File: src/rtl/alu_exec_stage.sv
// Two-stage execute pipeline around the 32-bit ALU: an operand register stage
// feeding the ALU, then a result stage with sticky flags and an op counter.
module alu_exec_stage #(
  parameter int TAGW = 4
) (
  input  logic            clk,
  input  logic            reset,
  input  logic            in_valid,
  output logic            in_ready,
  input  logic [31:0]     in_a,
  input  logic [31:0]     in_b,
  input  logic [2:0]      in_cmd,
  input  logic [TAGW-1:0] in_tag,
  output logic            out_valid,
  input  logic            out_ready,
  output logic [31:0]     out_result,
  output logic            out_carry,
  output logic            out_overflow,
  output logic            out_zero,
  output logic [TAGW-1:0] out_tag,
  input  logic            clear_sticky,
  output logic            sticky_carry,
  output logic            sticky_overflow,
  output logic [15:0]     op_count
);

  localparam logic [2:0] CmdAdd = 3'd0;
  localparam logic [2:0] CmdSub = 3'd1;

  logic            s1Valid;
  logic [31:0]     s1A;
  logic [31:0]     s1B;
  logic [2:0]      s1Cmd;
  logic [TAGW-1:0] s1Tag;
  logic            s2Valid;
  logic            s1Adv;
  logic            s2Adv;

  logic [31:0] aluResult;
  logic        aluCarry;
  logic        aluOverflow;
  logic        aluZero;
  logic        isArith;
  logic        maskCarry;
  logic        maskOverflow;

  ALU alu (
    .a        (s1A),
    .b        (s1B),
    .cmd      (s1Cmd),
    .result   (aluResult),
    .carryout (aluCarry),
    .overflow (aluOverflow),
    .zero     (aluZero)
  );

  always_comb begin
    s2Adv        = !s2Valid || out_ready;
    s1Adv        = !s1Valid || s2Adv;
    in_ready     = s1Adv;
    out_valid    = s2Valid;
    isArith      = (s1Cmd == CmdAdd) || (s1Cmd == CmdSub);
    maskCarry    = aluCarry & isArith;
    maskOverflow = aluOverflow & isArith;
  end

  always_ff @(posedge clk) begin
    if (reset) begin
      s1Valid         <= 1'b0;
      s1A             <= '0;
      s1B             <= '0;
      s1Cmd           <= '0;
      s1Tag           <= '0;
      s2Valid         <= 1'b0;
      out_result      <= '0;
      out_carry       <= 1'b0;
      out_overflow    <= 1'b0;
      out_zero        <= 1'b0;
      out_tag         <= '0;
      sticky_carry    <= 1'b0;
      sticky_overflow <= 1'b0;
      op_count        <= '0;
    end else begin
      if (s1Adv) begin
        s1Valid <= in_valid;
        s1A     <= in_a;
        s1B     <= in_b;
        s1Cmd   <= in_cmd;
        s1Tag   <= in_tag;
      end
      if (s2Adv) begin
        s2Valid      <= s1Valid;
        out_result   <= aluResult;
        out_carry    <= maskCarry;
        out_overflow <= maskOverflow;
        out_zero     <= aluZero;
        out_tag      <= s1Tag;
      end
      // Clear takes priority over a same-cycle capture that would set a flag.
      if (clear_sticky) begin
        sticky_carry    <= 1'b0;
        sticky_overflow <= 1'b0;
      end else if (s2Adv && s1Valid) begin
        sticky_carry    <= sticky_carry | maskCarry;
        sticky_overflow <= sticky_overflow | maskOverflow;
      end
      if (s2Valid && out_ready) begin
        op_count <= op_count + 16'd1;
      end
    end
  end

endmodule

// Combinational 32-bit ALU: ADD, SUB, XOR, SLT, AND, NAND, NOR, OR.
module ALU (
  input  logic [31:0] a,
  input  logic [31:0] b,
  input  logic [2:0]  cmd,
  output logic [31:0] result,
  output logic        carryout,
  output logic        overflow,
  output logic        zero
);

  logic [32:0] addSum;
  logic [32:0] subSum;
  logic        addOvf;
  logic        subOvf;
  logic        lessThan;

  always_comb begin
    addSum   = {1'b0, a} + {1'b0, b};
    subSum   = {1'b0, a} + {1'b0, ~b} + 33'd1;
    addOvf   = (a[31] == b[31]) && (addSum[31] != a[31]);
    subOvf   = (a[31] != b[31]) && (subSum[31] != a[31]);
    lessThan = $signed(a) < $signed(b);
    result   = '0;
    carryout = 1'b0;
    overflow = 1'b0;
    case (cmd)
      3'd0: begin result = addSum[31:0]; carryout = addSum[32]; overflow = addOvf; end
      3'd1: begin result = subSum[31:0]; carryout = subSum[32]; overflow = subOvf; end
      3'd2: result = a ^ b;
      3'd3: result = {31'd0, lessThan};
      3'd4: result = a & b;
      3'd5: result = ~(a & b);
      3'd6: result = ~(a | b);
      default: result = a | b;
    endcase
    zero = (result == 32'd0);
  end

endmodule

File: config.mk
export PLATFORM = sky130hd
export DESIGN_NAME = alu_exec_stage
export DESIGN_NICKNAME = d
export VERILOG_FILES = /design/src/rtl/alu_exec_stage.sv
export SDC_FILE = /design/constraint.sdc
export NUM_CORES = 1
export LEC_CHECK = 0
export ABC_AREA = 0
export CAP_MARGIN = 10
export CORE_MARGIN = 5
export CORE_UTILIZATION = 48
export DETAILED_ROUTE_END_ITERATION = 10
export GPL_TIMING_DRIVEN = 0
export PLACE_DENSITY = 0.7
export SYNTH_ARGS = -nofsm -noshare
export SYNTH_HDL_FRONTEND = slang
export SYNTH_SLANG_ARGS = --single-unit
export TNS_END_PERCENT = 5
File: constraint.sdc
create_clock -name clk -period 9.95 [get_ports clk]
set_input_delay 1.99 -clock clk [delete_from_list [all_inputs] [get_ports clk]]
set_output_delay 1.99 -clock clk [all_outputs]
set_load 0.02 [all_outputs]
== Word-level counts from Yosys, hierarchy flattened ==
Cells that the tools add are included.
Storage, ports and cells
  flip-flop bits (word level): 130
  input port bits: 76
  word-level logic and storage cells: 54
Cells by class
  add/subtract/negate cells: 4
  order comparisons: 1
  equal/unequal tests: 10
  multiplexer cells: 3
  bitwise logic cells: 10
  reduce and logical (&&, ||, !) cells: 12
Operators with widths (count)
  $pmux W32 S7: 1
  $not A32 Y32: 3
  $add A32 B32 Y33: 2
  $add A33 B1 Y33 const B: 1
  $and A32 B32 Y32: 1
  $logic_not A32 Y1: 1
  $lt A32 B32 Y1: 1
  $or A32 B32 Y32: 1
  $xor A32 B32 Y32: 1
  $add A16 B1 Y16 const B: 1
  $eq A3 B3 Y1 const B: 3
  $eq A3 B2 Y1 const B: 2
  $logic_and A1 B1 Y1: 4
  $pmux W1 S2: 2
  $eq A3 B1 Y1 const B: 1
  $logic_not A3 Y1: 1
  $logic_or A1 B1 Y1: 3
  $ne A1 B1 Y1: 3
  $and A1 B1 Y1: 2
  $logic_not A1 Y1: 2
  $or A1 B1 Y1: 2
  $reduce_or A2 Y1: 1
  $eq A1 B1 Y1: 1

== Depth between registers and ports, before layout ==
Gate-level depths: netlist of run 1.
  depth in word-level cells: 8
  mapped depth: 14

== By module ==
From an unflattened synthesis of run 1, not the netlist that was laid out.
Unflattened totals
  cell total of the unflattened synthesis: 1626
  area total of the unflattened synthesis: 11538.6 µm²
Modules (own cells, without submodules)
  ALU: instances 1, cells each 1048, area each 6944.2 µm², seq. area each 0.0 µm²
  alu_exec_stage: instances 1, cells each 578, area each 4594.4 µm², seq. area each 2602.5 µm²

== Worst setup path after synthesis of run 1 ==
Ideal clock, no wire load.
  path type: input to output
  start: in out_ready
  end: out in_ready
  arrival time: 3.012 ns
  data required time: 7.960 ns
  setup slack: 4.948 ns
  cell stages on the path: 6
  path through: nor2b_1 -> clkbuf_1 -> and2_1 -> clkbuf_1 -> inv_2 -> clkbuf_1
Between the ends
  longest elaborated chain between the ends: 2
Ends and longest elaborated chain
  from (decl): RTL line 15  | input logic out_ready,
  $logic_or A1 B1 Y1: RTL line 58  | s2Adv = !s2Valid || out_ready;
  $logic_or A1 B1 Y1: RTL line 59  | s1Adv = !s1Valid || s2Adv;
  to (decl): RTL line 9  | output logic in_ready,
No other way between the ends.

== Worst setup path in the final report of run 1 ==
Same ends and word-level chain as after synthesis.

==> results of run 1 <==
worst max-delay path: cells and delay by family:
family / cells / cell delay [ns]
buffers and inverters: 6 / 2.64
and+or+nand+nor: 2 / 0.23
state kept, by name, indices dropped and copies added (netlist names):
name	count
out_carry	1
s1A	32
out_zero	1
out_overflow	1
s1Tag	4
out_valid	1
out_result	32
s1Valid	1
out_tag	4
op_count	16
sticky_carry	1
sticky_overflow	1
s1B	32
s1Cmd	3
synthesized netlist by cell type, drive strengths merged, types with 16 or more instances:
master | n | area (um^2)
ha | 105 | 1310
mux2i | 38 | 380
nor3 | 29 | 155
xnor2 | 23 | 201
clkbuf | 70 | 267
nand3 | 16 | 80.1
nor2b | 19 | 119
dfxtp | 130 | 2600
a211oi | 37 | 293
buf | 36 | 183
inv | 108 | 405
a21oi | 192 | 965
o21ai | 49 | 249
nand2 | 250 | 938
a221oi | 19 | 166
nor2 | 118 | 443
o211ai | 17 | 133
o31ai | 19 | 148
layer usage:
layer	wire, um	part of all wire
met5	0	0
met4	1530	0.033
met3	5410	0.12
met2	19500	0.41
met1	20600	0.44
layout make-up:
type,count,area (um^2),area share
Clock inverter,15,158,0.0118
Clock buffer,17,425,0.0319
Sequential cell,130,2600,0.195
Buffer,106,449,0.0336
Inverter,108,405,0.0304
Multi-Input combinational cell,1180,7620,0.571
Tap cell,285,357,0.0267
Timing Repair Buffer,134,1340,0.100
power by group through the flow:
stage	combinational (mW)	sequential, mW	clock [mW]
floorplan	0.341	0.608	0
global placement	0.576	0.594	0
detailed placement	0.579	0.595	0
CTS	0.583	0.584	0.649
global route	0.639	0.588	0.673
finish	0.605	0.584	0.652
stage by stage:
step                hold slack, ns  cells   util
CTS                          0.453   1975  0.588
global placement             0.440   1942  0.562
detailed placement           0.444   1943  0.562
global route                 0.464   1975  0.588
floorplan                    0.432   1524      -
finish                       0.453   1975  0.588
path summary, 6_finish.rpt:
check / start / end / slack, ns / cells after the start
setup / recovery: out_ready / in_ready / 3.07 / 8
hold / removal: out_result[9] / out_result[9] / 0.45 / 2
setup reg to reg: s1B[1] / out_zero / 5.37 / 13
hold reg to reg: out_result[9] / out_result[9] / 0.45 / 2
placed cells by master (no fill, tap or decap), types with 18 or more instances in the layout:
master / Yosys / routed
a211oi_1: 34 / 34
a21oi_1: 191 / 191
a221oi_1: 19 / 19
buf_2: 23 / 24
clkbuf_1: 69 / 69
clkdlybuf4s50_1: 0 / 133
dfxtp_1: 130 / 130
ha_1: 105 / 105
inv_1: 107 / 107
mux2i_1: 38 / 38
nand2_1: 250 / 250
nor2_1: 118 / 118
nor2b_1: 19 / 19
nor3_1: 27 / 27
o21ai_0: 43 / 43
o31ai_1: 18 / 18
xnor2_1: 23 / 23
cell families (layout without fill, tap and decap cells):
logic type	Yosys count	after routing	synth area share
AO/OA/AOI/OAI	481	481	0.291
adder cells (fa/ha/maj)	107	107	0.122
multiplexers	41	41	0.0374
XOR/XNOR	36	36	0.0285
AND/OR/NAND/NOR	515	515	0.209
flip-flops	130	130	0.235
buffers and inverters	214	380	0.0772
==> reports/metrics.cfg, run 1 <==
[grt]
met3_usage = 0.0820
grt_busiest_layer = met2
grt_use_met1 = 0.496
grt_pass1_wl_um = 69500
grt_use_total = 0.346
grtUsageMet2 = 0.511
antenna_found_initial = 0
grt_pass1_vias = 11400
grt_max_degree = 17
grt_overflow_total = 0

[cts]
cts_tree = done
clk-insertion-delay-late_ns = 0.44
cts-buffers-inserted = 17
cts_htree_levels = 4
hold_buffers = 0
postCtsSetupRepairBufs = 0
cts_resized = 0
cts_buffer_depth = 2
clock_sinks = 130
clkSlewWorstSetupHoldPaths_ns = 0.06
cts_root_buffer = clkbuf_16

[synthesis]
avgSynthCellArea_um2 = 7.27
synth-async-reset-ratio = 0
ys.warnings.count = 0
synth.yosys.seq_area_share = 0.235
synthCells = 1524
synth_ff_type = dfxtp_1
syn_nets = 1707
synth-edff-count = 0
ys_ff_latch = 130
synth.distinct_cells = 92
syn_area_um2 = 11100

[sta]
tightestPinTransition_ns = 1.06
max_slew_margin = 0.289
period_share = 0.691
tns_ns = 0
layout_min_cycle_time_ns = 6.88
hold_violations = 0
skew_ns = 0.0148
clock.fmax_ghz = 0.145
slew_viol_final = 0
rsz0062_at_grt = false
setup_violations = 0
setup_ws_ns = 3.07

[power_and_ir_drop]
leakagePower_nw = 5.41
power-per-cell-area_nw_per_um2 = 138
netSwitchingFraction = 0.395
finalPower_mw = 1.84
irDropWorstVdd_mv = 0.0712
p_sw_uw = 727
p_seq_frac = 0.317
pwr-share-clk = 0.354
p_int_mw = 1.11
combPwrFrac = 0.329

[worst_setup_path]
cpMostUsedCell = clkbuf_1
startpoint_type = input port
cp_cell_sequence = clkdlybuf4s50_1 > nor2b_1 > clkbuf_1 > and2_1 > clkbuf_1 > inv_2 > clkbuf_1 > clkdlybuf4s50_1
path_class = input port to output pin
cp-end-kind = output pin
cp.required_ns = 7.96
arrival_ns = 4.89
crit_slowest_cell = clkdlybuf4s50_1
max_stage_delay_ns = 0.74
critPathMaxFanout = 10

[placement]
pre_cts_ws_ns = 3.10
dpl_cell_area_um2 = 12800
routabilityCongestion = 1.08
numPortBuffers = 133
post-dp-hpwl_um = 36500

[final_layout]
syn2layout_area_growth_pct = 20.6
drive_gt1_frac = 0.0562
nNetsFinal = 1860
num_antenna_cells = 0
finish.instance_area_um2 = 13400
nFillCells = 2178

[detailed_routing]
drtIter0Drc = 1477
drc = 0
ant_nets = 0
firstDrtPassIters = 8
routed_wl_um = 47000
via_per_inst = 6.32
via_count = 12500
routedWlPerCell_um = 23.8

[floorplan]
die_h_um = 162
die_area_um2 = 26200
start_util = 0.488
fp.dieW_um = 162
rows = 55
ioPinCount = 135
core_area_um2 = 22700

[outcome]
run_status = complete, no violations

[worst_hold_path]
holdCritPathClass = flop to flop

[run]
cap_violations = 0

Power figures use the tool's default switching activity.
==> run 2: changes to the inputs <==
--- a/config.mk
+++ b/config.mk
@@ -11,7 +11,7 @@
 export CORE_UTILIZATION = 48
 export DETAILED_ROUTE_END_ITERATION = 10
 export GPL_TIMING_DRIVEN = 0
-export PLACE_DENSITY = 0.7
+export PLACE_DENSITY = 0.73
 export SYNTH_ARGS = -nofsm -noshare
 export SYNTH_HDL_FRONTEND = slang
 export SYNTH_SLANG_ARGS = --single-unit
==> constraint.sdc (replaced) <==
create_clock -name clk -period 5.7 [get_ports clk]
set_input_delay 1.14 -clock clk [delete_from_list [all_inputs] [get_ports clk]]
set_output_delay 1.14 -clock clk [all_outputs]
set_load 0.02 [all_outputs]
==> reports/metrics.cfg, run 2 (synthesis gave the netlist of run 1 again) <==
[final_layout]
drive_gt1_frac = 0.0557  ; was 0.0562
top_regs = out_result: 32 flops, s1A: 32 flops, s1B: 32 flops  ; unchanged
num_antenna_cells = 0  ; unchanged
nNetsFinal = 1859  ; was 1860
finish.instance_area_um2 = 13300  ; was 13400 um^2
layout_common_cells = 250 x nand2_1, 191 x a21oi_1, 133 x clkdlybuf4s50_1  ; unchanged
final_cells = 1974  ; was 1975
syn2layout_area_growth_pct = 20.5  ; was 20.6%
mostFrequentLayoutCell = nand2_1  ; unchanged

[power_and_ir_drop]
power-per-cell-area_nw_per_um2 = 239  ; was 138 nW/um^2
leakagePower_nw = 5.39  ; was 5.41 nW
irDropWorstVdd_mv = 0.178  ; was 0.0712 mV

[floorplan]
fp.dieW_um = 162  ; unchanged
start_util = 0.488  ; unchanged
core_area_um2 = 22700  ; unchanged
ioPinCount = 135  ; unchanged
die_h_um = 162  ; unchanged
die_area_um2 = 26200  ; unchanged
rows = 55  ; unchanged

[worst_setup_path]
critPathMaxFanout = 10  ; unchanged
max_stage_delay_ns = 0.74  ; about the same
worstSetupPathDepth = 8  ; unchanged
crit_family = buffers and inverters  ; unchanged
cp_cell_sequence = clkdlybuf4s50_1 > nor2b_1 > clkbuf_1 > and2_1 > clkbuf_1 > inv_2 > clkbuf_1 > clkdlybuf4s50_1  ; unchanged
cp.required_ns = 4.56  ; was 7.96 ns
arrival_ns = 4.01  ; was 4.89 ns
crit_slowest_cell = clkdlybuf4s50_1  ; unchanged
path_class = input port to output pin  ; unchanged
cp-end-kind = output pin  ; unchanged
startpoint_type = input port  ; unchanged
rr_worst_depth = 13  ; unchanged
cp_num_buf_inv = 6  ; unchanged
cpMostUsedCell = clkbuf_1  ; unchanged
r2r_setup_slack_ns = 0.99  ; was 5.37 ns

[sta]
max_slew_margin = 0.143  ; was 0.289
tightestPinTransition_ns = 1.27  ; was 1.06 ns
whs_ns = 0.450  ; was 0.453 ns
clock.fmax_ghz = 0.194
rsz0062_at_grt = false  ; unchanged
setup_violations = 0  ; unchanged
slew_viol_final = 0  ; unchanged
period_share = 0.904
skew_ns = 0.0182  ; was 0.0148 ns
layout_min_cycle_time_ns = 5.15
tns_ns = 0  ; unchanged
hold_violations = 0  ; unchanged

[grt]
grt_max_degree = 17  ; unchanged
grt_overflow_total = 0  ; unchanged
grt_pass1_vias = 11400  ; about the same
grt_pass1_wl_um = 69200  ; was 69500 um
grt_use_total = 0.344  ; was 0.346
antenna_found_initial = 0  ; unchanged

[detailed_routing]
drtIter0Drc = 1388  ; was 1477
via_per_inst = 6.28  ; was 6.32
routed_wl_um = 46300  ; was 47000 um
routedWlPerCell_um = 23.5  ; was 23.8 um
drc = 0  ; unchanged
ant_nets = 0  ; unchanged
via_count = 12400  ; was 12500
firstDrtPassIters = 6  ; was 8

[placement]
post-dp-hpwl_um = 35900  ; was 36500 um
numPortBuffers = 133  ; unchanged
dpl_cell_area_um2 = 12800  ; about the same
post-place-cells = 1942  ; was 1943
routabilityCongestion = 1.05  ; was 1.08

[cts]
cts-buffers-inserted = 17  ; unchanged
hold_buffers = 0  ; unchanged
cts_resized = 0  ; unchanged
cts_htree_levels = 4  ; unchanged
cts_tree = done  ; unchanged
cts_buffer_depth = 2  ; unchanged
postCtsSetupRepairBufs = 0  ; unchanged
clkSlewWorstSetupHoldPaths_ns = 0.06  ; about the same
clock_sinks = 130  ; unchanged
cts_root_buffer = clkbuf_16  ; unchanged
clk-insertion-delay-late_ns = 0.44  ; about the same

[worst_hold_path]
hold-path-cell-count = 2  ; unchanged
holdCritPathClass = flop to flop  ; unchanged

[outcome]
run_status = complete, no violations  ; unchanged

[run]
cap_violations = 0  ; unchanged

==> run 2: worst paths after layout <==
check                  from             end
max               out_ready        in_ready
min          out_result[24]  out_result[24]
max reg2reg          s1B[1]        out_zero
min reg2reg  out_result[24]  out_result[24]
==> run 2: metrics by stage <==
| stage | worst slack (ns) | util | total power [mW] |
|---|---|---|---|
| after floorplan | 2.40 | - | 1.66 |
| after global placement | 0.579 | 0.562 | 2.03 |
| after detailed placement | 0.575 | 0.562 | 2.04 |
| after CTS | 0.555 | 0.588 | 3.16 |
| after global routing | 0.432 | 0.588 | 3.31 |
| final | 0.546 | 0.588 | 3.19 |
==> run 2: layer usage <==
metal | share of wire | wire, um | up-vias | GRT usage
li1 | - | - | 5719 | -
met1 | 0.43 | 20100 | 5835 | 0.479
met2 | 0.42 | 19400 | 702 | 0.514
met3 | 0.11 | 5140 | 138 | 0.0870
met4 | 0.038 | 1780 | 0 | 0.125
met5 | 0 | 0 | - | 0
==> run 2: power breakdown <==
| part | switching, mW | total, mW | internal (mW) |
|---|---|---|---|
| clock | 0.544 | 1.13 | 0.587 |
| combinational | 0.657 | 1.04 | 0.387 |
| sequential | 0.0485 | 1.02 | 0.968 |
==> run 2: cell type report <==
| cell class | instances | area (um^2) |
|---|---|---|
| Clock buffer | 17 | 425 |
| Fill cell | 2185 | 9360 |
| Tap cell | 285 | 357 |
| Multi-Input combinational cell | 1180 | 7620 |
| Sequential cell | 130 | 2600 |
| Clock inverter | 15 | 158 |
| Timing Repair Buffer | 133 | 1330 |
| Buffer | 106 | 449 |
| Inverter | 108 | 405 |
==> run 2: tightest hold or removal path, stage by stage, from the launching register on <==
cell and delay, ns:
dfxtp_1 0.31, nand2_1 0.05, a21oi_1 0.05
==> run 3: changes to the inputs <==
--- a/config.mk
+++ b/config.mk
@@ -8,10 +8,9 @@
 export ABC_AREA = 0
 export CAP_MARGIN = 10
 export CORE_MARGIN = 5
-export CORE_UTILIZATION = 48
+export CORE_UTILIZATION = 31
 export DETAILED_ROUTE_END_ITERATION = 10
 export GPL_TIMING_DRIVEN = 0
-export PLACE_DENSITY = 0.73
 export SYNTH_ARGS = -nofsm -noshare
 export SYNTH_HDL_FRONTEND = slang
 export SYNTH_SLANG_ARGS = --single-unit
==> reports/metrics.cfg, run 3 (synthesis gave the netlist of run 1 again) <==
[final_layout]
nFillCells = 3818  ; was 2185
num_antenna_cells = 0  ; unchanged
nNetsFinal = 1859  ; unchanged
top_regs = out_result: 32 flops, s1A: 32 flops, s1B: 32 flops  ; unchanged
finish.instance_area_um2 = 13600  ; was 13300 um^2
layout_common_cells = 250 x nand2_1, 191 x a21oi_1, 133 x clkdlybuf4s50_1  ; unchanged
drive_gt1_frac = 0.0551  ; was 0.0557
mostFrequentLayoutCell = nand2_1  ; unchanged
final_cells = 2150  ; was 1974
syn2layout_area_growth_pct = 22.6  ; was 20.5%
regArea_um2 = 2600  ; unchanged
multi_input_area_um2 = 7620  ; unchanged

[sta]
tightestPinTransition_ns = 1.28  ; was 1.27 ns
hold_violations = 0  ; unchanged
layout_min_cycle_time_ns = 5.41  ; was 5.15 ns
tns_ns = 0  ; unchanged
clock.fmax_ghz = 0.185  ; was 0.194 GHz
whs_ns = 0.450  ; about the same
setup_violations = 0  ; unchanged
slew_viol_final = 0  ; unchanged
skew_ns = 0.0103  ; was 0.0182 ns
max_slew_margin = 0.137  ; was 0.143
rsz0062_at_grt = false  ; unchanged
period_share = 0.950  ; was 0.904

[grt]
grt_pass1_vias = 11500  ; was 11400
grt_max_degree = 17  ; unchanged
grt_use_total = 0.252  ; was 0.344
antenna_found_initial = 1  ; was 0
grt_overflow_total = 0  ; unchanged
grt_pass1_wl_um = 74600  ; was 69200 um

[worst_setup_path]
cp.required_ns = 4.56  ; about the same
rr_worst_depth = 14  ; was 13
r2r_setup_slack_ns = 1.11  ; was 0.99 ns
cp-end-kind = output pin  ; unchanged
rr_startpoint = s1B[14]  ; was s1B[1]
critPathMaxFanout = 10  ; unchanged
path_class = input port to output pin  ; unchanged
arrival_ns = 4.27  ; was 4.01 ns
worst_r2r_endpoint = out_zero  ; unchanged
startpoint_type = input port  ; unchanged

[power_and_ir_drop]
p_seq_frac = 0.315  ; was 0.319
leakagePower_nw = 5.40  ; was 5.39 nW
finalPower_mw = 3.24  ; was 3.19 mW
pwr-share-clk = 0.355  ; was 0.354
power-per-cell-area_nw_per_um2 = 239  ; about the same
netSwitchingFraction = 0.378  ; was 0.392
p_int_mw = 2.02  ; was 1.94 mW
p_sw_mw = 1.22  ; was 1.25 mW
irDropWorstVdd_mv = 0.223  ; was 0.178 mV
combPwrFrac = 0.330  ; was 0.327

[cts]
hold_buffers = 0  ; unchanged
cts_root_buffer = clkbuf_16  ; unchanged
clk-insertion-delay-late_ns = 0.45  ; was 0.44 ns
clkSlewWorstSetupHoldPaths_ns = 0.06  ; about the same
cts_buffer_depth = 2  ; unchanged
cts_tree = done  ; unchanged
cts_htree_levels = 4  ; unchanged
cts_resized = 0  ; unchanged
cts-buffers-inserted = 17  ; unchanged
postCtsSetupRepairBufs = 0  ; unchanged
clock_sinks = 130  ; unchanged

[floorplan]
core_area_um2 = 35400  ; was 22700 um^2
start_util = 0.313  ; was 0.488
die_area_um2 = 39600  ; was 26200 um^2
die_h_um = 199  ; was 162 um
rows = 69  ; was 55
ioPinCount = 135  ; unchanged
fp.dieW_um = 199  ; was 162 um

[placement]
numPortBuffers = 133  ; unchanged
dpl_cell_area_um2 = 13000  ; was 12800 um^2
routabilityCongestion = 0.991  ; was 1.05
post-dp-hpwl_um = 40100  ; was 35900 um
post-place-cells = 2118  ; was 1942

[detailed_routing]
drtIter0Drc = 1075  ; was 1388
drc = 0  ; unchanged
routed_wl_um = 51000  ; was 46300 um
via_count = 12100  ; was 12400
ant_nets = 0  ; unchanged
firstDrtPassIters = 7  ; was 6
routedWlPerCell_um = 23.7  ; was 23.5 um
via_per_inst = 5.63  ; was 6.28

[run]
cap_violations = 0  ; unchanged

[worst_hold_path]
holdCritPathClass = flop to flop  ; unchanged
hold_path_startpoint = out_result[10]  ; was out_result[24]
hold_path_end = out_result[10]  ; was out_result[24]
hold-path-cell-count = 2  ; unchanged

[outcome]
run_status = complete, no violations  ; unchanged

run 3: worst max-delay path by stage:
stage                to       from  cells past startpoint  slack [ns]
6_report       in_ready  out_ready                      8        0.29
5_1_grt        in_ready  out_ready                      8        0.08
4_1_cts        in_ready  out_ready                      8        0.19
3_5_place_dp   in_ready  out_ready                      8        0.20
3_3_place_gp   in_ready  out_ready                      8        0.22
2_1_floorplan  in_ready  out_ready                      6        2.40
run 3: final cells by class:
cell class	count	share of cell area
Multi-Input combinational cell	1180	0.561
Sequential cell	130	0.192
Timing Repair Buffer	133	0.0980
Tap cell	461	0.0425
Buffer	106	0.0331
Clock buffer	18	0.0316
Inverter	108	0.0299
Clock inverter	14	0.0124
run 3: critical path, cell delays in order:
cell and delay (ns):
clkdlybuf4s50_1 0.45, nor2b_1 0.12, clkbuf_1 0.22, and2_1 0.16
clkbuf_1 0.76, inv_2 0.32, clkbuf_1 0.43, clkdlybuf4s50_1 0.65
run 3: power by group through the flow:
stage | clock network [mW] | registers [mW] | logic, mW
2_1_floorplan | 0 | 1.06 | 0.596
3_3_place_gp | 0 | 1.04 | 1.04
3_5_place_dp | 0 | 1.04 | 1.04
4_1_cts | 1.18 | 1.02 | 1.04
5_1_grt | 1.21 | 1.03 | 1.13
6_report | 1.15 | 1.02 | 1.07
run 3: per-stage QoR:
step,util,setup WS (ns)
2_1_floorplan,-,2.40
3_3_place_gp,0.367,0.220
3_5_place_dp,0.367,0.196
4_1_cts,0.384,0.191
5_1_grt,0.384,0.0801
6_report,0.384,0.287
run 3: metal layers:
| layer | up-vias | GRT usage | routed length [um] |
|---|---|---|---|
| li1 | 5724 | - | - |
| met1 | 5803 | 0.358 | 23700 |
| met2 | 479 | 0.386 | 22000 |
| met3 | 89 | 0.0471 | 3770 |
| met4 | 0 | 0.0783 | 1470 |
| met5 | - | 0 | 0 |
